--- src/rtl/div_rr_pkg.sv ---
// div_rr_pkg: shared FSM state type and constants for the round-robin divider scheduler
package div_rr_pkg;
   typedef enum logic [1:0] {IDLE, ISSUE, WAIT, RESPOND} state_t;
   localparam int MAX_LEN = 64;
   localparam logic [MAX_LEN-1:0] DZ_QUOT = '1;
endpackage

--- src/rtl/rr_pick.sv ---
// rr_pick: combinational round-robin picker, first set request at or after ptr, wrapping modulo NREQ
module rr_pick #(
   parameter int NREQ = 4,
   parameter int IDXW = $clog2(NREQ)
) (
   input  logic [NREQ-1:0] req,
   input  logic [IDXW-1:0] ptr,
   output logic            any,
   output logic [IDXW-1:0] idx
);
   logic [IDXW-1:0] j;
   logic hit;
   always_comb begin
      any = |req;
      idx = ptr;
      j = ptr;
      hit = 1'b0;
      for (int i = 0; i < NREQ; i++) begin
         if (!hit && req[j]) begin
            idx = j;
            hit = 1'b1;
         end
         j = (j == IDXW'(NREQ - 1)) ? '0 : j + IDXW'(1);
      end
   end
endmodule

--- src/rtl/div_rr_sched.sv ---
// div_rr_sched: round-robin scheduler sharing one external sequential divider among NREQ requesters.
// Define DIV_ZERO_BYPASS_EN to answer B==0 requests locally (Q=all-ones, R=A, RSP_DZ=1) without the divider.
module div_rr_sched
   import div_rr_pkg::*;
#(
   parameter int LEN = 16,
   parameter int NREQ = 4,
   localparam int IDXW = $clog2(NREQ)
) (
   input  logic                CLK,
   input  logic                RST,
   input  logic [NREQ-1:0]     REQ,
   input  logic [NREQ*LEN-1:0] A,
   input  logic [NREQ*LEN-1:0] B,
   output logic [NREQ-1:0]     RSP_VALID,
   output logic [LEN-1:0]      Q,
   output logic [LEN-1:0]      R,
   output logic                RSP_DZ,
   output logic                BUSY,
   output logic [IDXW-1:0]     GNT_IDX,
   output logic                DIV_START,
   output logic [LEN-1:0]      DIV_A,
   output logic [LEN-1:0]      DIV_B,
   input  logic                DIV_DONE,
   input  logic [LEN-1:0]      DIV_Q,
   input  logic [LEN-1:0]      DIV_R
);
   state_t state, state_nx;
   logic any, bypass;
   logic [IDXW-1:0] win, ptr, gnt;
   logic [LEN-1:0] a_arr [NREQ];
   logic [LEN-1:0] b_arr [NREQ];
   logic [LEN-1:0] div_a, div_b, q, r;
   logic [NREQ-1:0] rsp_valid;
   for (genvar i = 0; i < NREQ; i++) begin : g_slice
      assign a_arr[i] = A[i*LEN +: LEN];
      assign b_arr[i] = B[i*LEN +: LEN];
   end
   rr_pick #(.NREQ(NREQ), .IDXW(IDXW)) u_pick (
      .req(REQ),
      .ptr(ptr),
      .any(any),
      .idx(win)
   );
`ifdef DIV_ZERO_BYPASS_EN
   logic dz;
   assign bypass = b_arr[win] == '0;
   always_ff @(posedge CLK or posedge RST) begin
      if (RST)
         dz <= 1'b0;
      else if (state == IDLE && any && bypass)
         dz <= 1'b1;
      else if (state == WAIT && DIV_DONE)
         dz <= 1'b0;
   end
   assign RSP_DZ = dz;
`else
   assign bypass = 1'b0;
   assign RSP_DZ = 1'b0;
`endif
   always_ff @(posedge CLK or posedge RST) begin
      if (RST)
         state <= IDLE;
      else
         state <= state_nx;
   end
   always_comb begin
      state_nx = state;
      case (state)
         IDLE:    state_nx = !any ? IDLE : bypass ? RESPOND : ISSUE;
         ISSUE:   state_nx = WAIT;
         WAIT:    state_nx = DIV_DONE ? RESPOND : WAIT;
         default: state_nx = IDLE;
      endcase
   end
   // RESPOND never arbitrates, giving the grantee one edge to drop REQ before the next pick
   always_ff @(posedge CLK or posedge RST) begin
      if (RST) begin
         div_a <= '0;
         div_b <= '0;
         gnt <= '0;
         ptr <= '0;
         q <= '0;
         r <= '0;
         rsp_valid <= '0;
      end else begin
         rsp_valid <= '0;
         if (state == IDLE && any) begin
            div_a <= a_arr[win];
            div_b <= b_arr[win];
            gnt <= win;
            if (bypass) begin
               q <= DZ_QUOT[LEN-1:0];
               r <= a_arr[win];
               rsp_valid[win] <= 1'b1;
            end
         end
         if (state == WAIT && DIV_DONE) begin
            q <= DIV_Q;
            r <= DIV_R;
            rsp_valid[gnt] <= REQ[gnt];
         end
         if (state == RESPOND)
            ptr <= (gnt == IDXW'(NREQ - 1)) ? '0 : gnt + IDXW'(1);
      end
   end
   assign RSP_VALID = rsp_valid;
   assign Q = q;
   assign R = r;
   assign BUSY = state != IDLE;
   assign GNT_IDX = gnt;
   assign DIV_START = state == ISSUE;
   assign DIV_A = div_a;
   assign DIV_B = div_b;
endmodule

--- config.mk ---
export PLATFORM = sky130hd
export DESIGN_NAME = div_rr_sched
export DESIGN_NICKNAME = d
export VERILOG_FILES = /design/src/rtl/div_rr_pkg.sv /design/src/rtl/rr_pick.sv /design/src/rtl/div_rr_sched.sv
export SDC_FILE = /design/constraint.sdc
export NUM_CORES = 1
export LEC_CHECK = 0
export BUFFER_PORTS_ARGS = -buffer_cell sky130_fd_sc_hd__clkbuf_2
export CAP_MARGIN = 0
export CORE_UTILIZATION = 44
export DETAILED_ROUTE_END_ITERATION = 6
export PLACE_DENSITY = 0.9
export SLEW_MARGIN = 20
export SYNTH_ARGS = -nofsm -noshare
export SYNTH_HDL_FRONTEND = slang
export SYNTH_HIERARCHICAL = 1
export SYNTH_SLANG_ARGS = --single-unit
--- constraint.sdc ---
create_clock -name CLK -period 4.4 [get_ports CLK]
set_clock_uncertainty 0.2 [all_clocks]
set_input_delay 0.44 -clock CLK [delete_from_list [all_inputs] [get_ports CLK]]
set_output_delay 0.44 -clock CLK [all_outputs]
set_load 0.005 [all_outputs]
# ---- Word level (Yosys, flattened, before mapping)
# Cells that the tools add are included.
dict set report classes {
  eq_ne 7
  magnitude_cmp 7
  bitwise 2
  add_sub_neg 4
  n_reduce_logical 12
  mux 32
}
# op n
set ops {}
lappend ops {{16-bit binary-select mux with 2-bit select} 2}
lappend ops {{16-bit 2-to-1 mux} 4}
lappend ops {{2-bit by 3-bit less-than comparator with 1-bit output, second input constant} 5}
lappend ops {{2-bit 2-to-1 mux} 7}
lappend ops {{2-bit equality test, second input constant} 6}
lappend ops {{1-bit 2-to-1 mux} 11}
lappend ops {{1-bit binary-select mux with 2-bit select} 5}
lappend ops {{2-bit by 1-bit adder with 2-bit output, second input constant} 4}
lappend ops {{1-bit logical AND} 6}
lappend ops {{2-bit case mux with 3 select lines} 1}
lappend ops {{4-bit bitwise AND} 1}
lappend ops {{4-bit 2-to-1 mux} 1}
lappend ops {{4-bit OR reduction} 1}
lappend ops {{3-bit greater-or-equal comparator, second input constant} 1}
lappend ops {{1-bit zero test} 3}
lappend ops {{2-bit inverter with 3-bit output} 1}
lappend ops {{1-bit demux with 2-bit select} 1}
lappend ops {{2-bit by 1-bit equality test with 1-bit output, second input constant} 1}
lappend ops {{2-bit by 1-bit greater-or-equal comparator with 1-bit output, second input constant} 1}
lappend ops {{2-bit zero test} 1}
lappend ops {{2-bit nonzero test} 1}
dict set report word_totals {
  regBits 74
  output_inout_bits 73
  elab_cells 72
  input_bits 167
}

# ---- Longest topological paths before layout
dict set report depth {
  word_depth 16
  depth_mapped 11
  ltp_nobuf 8
}

# ---- Cells and area by module
# The synthesis kept the hierarchy.
# mod n_inst seq_area_each_um2 area_per_inst_um2 cells_each
set modules_own_cells {}
lappend modules_own_cells {div_rr_sched 1 1851.8 3688.5 216}
lappend modules_own_cells {rr_pick 1 0.0 302.8 37}

# ---- Least setup slack after synthesis
# OpenSTA, ideal clock, no wires.
dict set report synth_path {
  path_kind {register to register}
  from {register ptr[0]}
  to {register div_b[13] (netlist: DIV_B[13])}
  synth_period_minus_slack_ns 3.291
  path_buffers 3
  arrival_time_ns 2.967
  path_slack_ns 1.109
  path_stages_with_launch 12
  setup_ns 0.125
  required_time_ns 4.075
  cell_sequence {dfrtp_1 -> ha_1 -> buf_2 -> mux4_1 -> or2_4 -> a211oi_4 -> or2b_1 -> o2bb2ai_1 -> buf_6 -> buf_12 -> mux4_2 -> mux2_2}
}
dict set report synth_via {
  elab_chain_len 16
  word_cells_on_any_way 33
  cone_classes {add/sub (3); eq/ne (3); mux (20); bitwise (1); reduce/logical (6)}
}
# element line
set synth_lines {}
lappend synth_lines {{start: declaration} div_rr_sched.sv:30} ;# logic [IDXW-1:0] win, ptr, gnt;
lappend synth_lines {{start signal: assignment} div_rr_sched.sv:104} ;# ptr <= (gnt == IDXW'(NREQ - 1)) ? '0 : gnt + IDXW'(1);
lappend synth_lines {{branches (longest 11 deep; another with 2-bit by 1-bit adder with 2-bit output)} n/a}
lappend synth_lines {{2-bit 2-to-1 mux *} rr_pick.sv:19} ;# if (!hit && req[j]) begin
lappend synth_lines {{named net win[0]} div_rr_sched.sv:30}
lappend synth_lines {{2-bit inverter with 3-bit output *} n/a}
lappend synth_lines {{16-bit binary-select mux with 2-bit select *} div_rr_sched.sv:90} ;# div_b <= b_arr[win];
lappend synth_lines {{16-bit 2-to-1 mux (implied by the code) * (2 in a row)} div_rr_sched.sv:90}
lappend synth_lines {{end signal: assignment} div_rr_sched.sv:90}
lappend synth_lines {{end: declaration} div_rr_sched.sv:33} ;# logic [LEN-1:0] div_a, div_b, q, r;
# Mark *: on every way through the listed nets, which the timed path passes. The select of a mux whose other input is x is not followed.
# A chain may end at the register's enable or synchronous reset.

# ---- Final worst setup path
dict set report layout_path {
  from {register ptr[0]}
  to {register div_b[14] (netlist: DIV_B[14])}
}
# The elaborated chain is that of the path after synthesis.

==> results.toml <==
[run_status]
outcome = "completed"

[critical_path]
cp-start-kind = "register"
rrSetupSlack_ns = 0.40
path_class = "register to register"
slowest_delay_ns = 0.57
worst_path_most_repeated_cell = "mux4_1"
critPathSlowestCell = "mux4_1"
path_buf_inv = 1
end_kind = "register"
required_ns = 4.42
crit_path_max_fanout = 24
critical_path.top_delay_family = "multiplexers"
path_cells = "ha_1, mux4_1, or2_4, a211oi_4, or2b_1, o2bb2ai_4, buf_12, mux4_1, mux2_2"
cp.arrival_ns = 4.02

[sta]
setup_viol_count_final = 0
worst_pin_slew_ns = 0.884
fin_tns_setup_ns = 0
max_freq_mhz = 250
slew_headroom_pct = 40.8
min_period_ns = 4.00
finalHoldViolCount = 0
finalCritPeriodShare_pct = 90.8
slew_viol_final = 0
rsz0062_at_grt = "false"
holdWs_ns = 0.119

[cells_and_area]
drive_gt1_share_pct = 74.0
stdcell_count = 604
final_net_count = 668
diodes = 0
final_core_util_pct = 62.3
syn_to_final_growth_pct = 36.7

[drt]
wl_per_cell_um = 17.5
routed_wl_um = 10600
drc = 0
viasPerCell = 5.24
dr.pass1.iters = 4
final_antenna_net_count = 0
vias = 3164
drtIter0Drc = 65

[worst_hold_path]
hp-class = "primary input to register"

[clock_tree]
numCtsBuffers = 9
cts.sinks = 74
cts_tree = "done"
cts-root-buf = "clkbuf_8"
htreeDepth = 3
cts_resized = 0
clock_path_buffers = 2
clk_pin_slew_worst_paths_ns = 0.09
cts_setup_buffers = 0
clock_latency_ns = 0.34

[grt]
track_usage_pct = 23.6
grt_pass1_vias = 3435
antenna_found_initial = 0
grt_max_degree = 39
grt_pass1_wl_um = 17100
grt_overflow_total = 0

[floorplanning]
die_area_mm2 = 0.00946
rows = 34
core-area_mm2 = 0.00876
die_w_um = 97.2
initial_core_util_pct = 45.5
ios = 240
die_y_um = 97.2

[pwr]
vdd_drop_max_v = 0.000382
power_frac_comb_pct = 61.2
power_mw = 4.46
p_per_area_mw_per_mm2 = 817
leakage_nw = 2.75
swShare_pct = 36.6
internal_power_mw = 2.83
power.share.clock_pct = 11.0
p_sw_mw = 1.63
seq_power_share_pct = 27.8

[place]
gp_congestion = 0.811
dp_cells = 587
hpwl_um = 8490
numPortBuffers = 238

[flow_run]
max_cap_viol_count = 0

[synthesis]
netlist_area_mm2 = 0.00399
synth_cell_types = 36
synth.avg_cell_area_um2 = 15.8
synth_seq_area_share_pct = 46.4
syn_inst = 253
synth_warnings = 6
syn_nets = 430
synth_seq_cells = 74
-- cell type report --
| class | count | area (µm²) |
|---|---|---|
| fill | 685 | 3310 |
| multi-input combinational | 150 | 1980 |
| sequential | 74 | 1850 |
| timing repair buffer | 245 | 1270 |
| tap | 108 | 135 |
| clock buffer | 9 | 124 |
| clock inverter | 7 | 57.6 |
| inverter | 11 | 42.5 |
-- sequential cells by signal (all words and copies together), names as in the netlist --
| name | cells |
|---|---|
| DIV_A | 16 |
| DIV_B | 16 |
| GNT_IDX | 2 |
| Q | 16 |
| R | 16 |
| RSP_VALID | 4 |
| ptr | 2 |
| state | 2 |
-- stage by stage --
stage          worst slack [ns]  instance area, µm²
2_1_floorplan              1.11                3990
3_3_place_gp              0.512                5250
3_5_place_dp              0.395                5260
4_1_cts                   0.372                5460
5_1_grt                   0.185                5460
6_report                  0.403                5460
-- worst reg2reg max path, cell delays in order (launching register included) --
cell and delay [ns]:
dfrtp_1 0.54, ha_1 0.51, mux4_1 0.40, or2_4 0.29, a211oi_4 0.32, or2b_1 0.20, o2bb2ai_4 0.28, buf_12 0.29
mux4_1 0.58, mux2_2 0.27
-- placed cells by master, fill, tap and decap left out, types with 2 or more instances in the layout --
| master | instances |
|---|---|
| a21oi_1 | 2 |
| and3_1 | 4 |
| buf_4 | 4 |
| clkbuf_2 | 238 |
| clkbuf_8 | 9 |
| clkinv_2 | 2 |
| clkinvlp_4 | 2 |
| dfrtp_1 | 74 |
| ha_1 | 10 |
| inv_1 | 10 |
| inv_6 | 3 |
| mux2_2 | 68 |
| mux4_1 | 4 |
| mux4_2 | 31 |
| nand2_1 | 3 |
| nor2_1 | 5 |
| xnor2_1 | 2 |
-- timing repair --
item / in CTS / in global routing
endpoints found under the hold margin: 36 / 0
endpoints found under the setup margin: 0 / 0
hold buffers: 1 / 0
-- Yosys cell counts, drive strengths merged --
master   count  share of area (%)
mux4        35                 20
a22oi        1               0.19
inv         11                1.0
o31ai        1               0.19
o211a        1               0.25
a32oi        1               0.22
or2          1               0.22
a31o         1               0.22
a21oi        2               0.25
xnor2        2               0.44
and3         5               0.82
ha          10                3.1
a211oi       1               0.50
a211o        1               0.22
or2b         1               0.19
nor3         1               0.13
dfrtp       74                 46
clkbuf       3               0.28
nand2        4               0.38
o2bb2ai      1               0.22
mux2        68                 19
nand3b       1               0.19
a32o         1               0.25
mux2i        1               0.25
buf         15                3.4
nand2b       1               0.16
a221o        1               0.25
and2         1               0.16
nor2         5               0.47
o221ai       1               0.22
conb         1              0.094
-- power groups by stage --
stage	logic, mW	clock network (mW)	registers, mW
2_1_floorplan	2.06	0	1.25
3_3_place_gp	2.64	0	1.23
3_5_place_dp	2.77	0	1.26
4_1_cts	2.78	0.511	1.24
5_1_grt	2.97	0.541	1.29
6_report	2.73	0.491	1.24
-- kinds of logic after synthesis --
| group | synth area share, % |
|---|---|
| AOI/OAI and AO/OA | 2.98 |
| xor gates and xnor gates | 0.439 |
| adders and majority gates | 3.13 |
| buffers and inverters | 4.70 |
| DFF | 46.4 |
| muxes | 39.6 |
| other | 0.0940 |
| and+or+nand+nor | 2.70 |
-- path summary, 6_finish.rpt --
| check | startpoint | end | depth (start not counted) |
|---|---|---|---|
| max in group asynchronous | RST | Q[8]$_DFFE_PP0P_ | 4 |
| max reg2reg | ptr[0]$_DFFE_PP0N_ | DIV_B[14]$_DFFE_PP0P_ | 9 |
| min reg2reg | Q[10]$_DFFE_PP0P_ | Q[10]$_DFFE_PP0P_ | 1 |
| min in group asynchronous | RST | DIV_A[1]$_DFFE_PP0P_ | 3 |
| min | DIV_R[10] | R[10]$_DFFE_PP0P_ | 2 |
| max | ptr[0]$_DFFE_PP0N_ | DIV_B[14]$_DFFE_PP0P_ | 9 |
-- routing by layer --
layer	track usage [%]	wire length, µm	share of wire, %
met3	5.61	757	7.2
met2	43.8	5710	54
met1	25.9	3890	37
met5	0	0	0
met4	9.16	197	1.9
No activity file was read; power rests on OpenSTA's default activity.
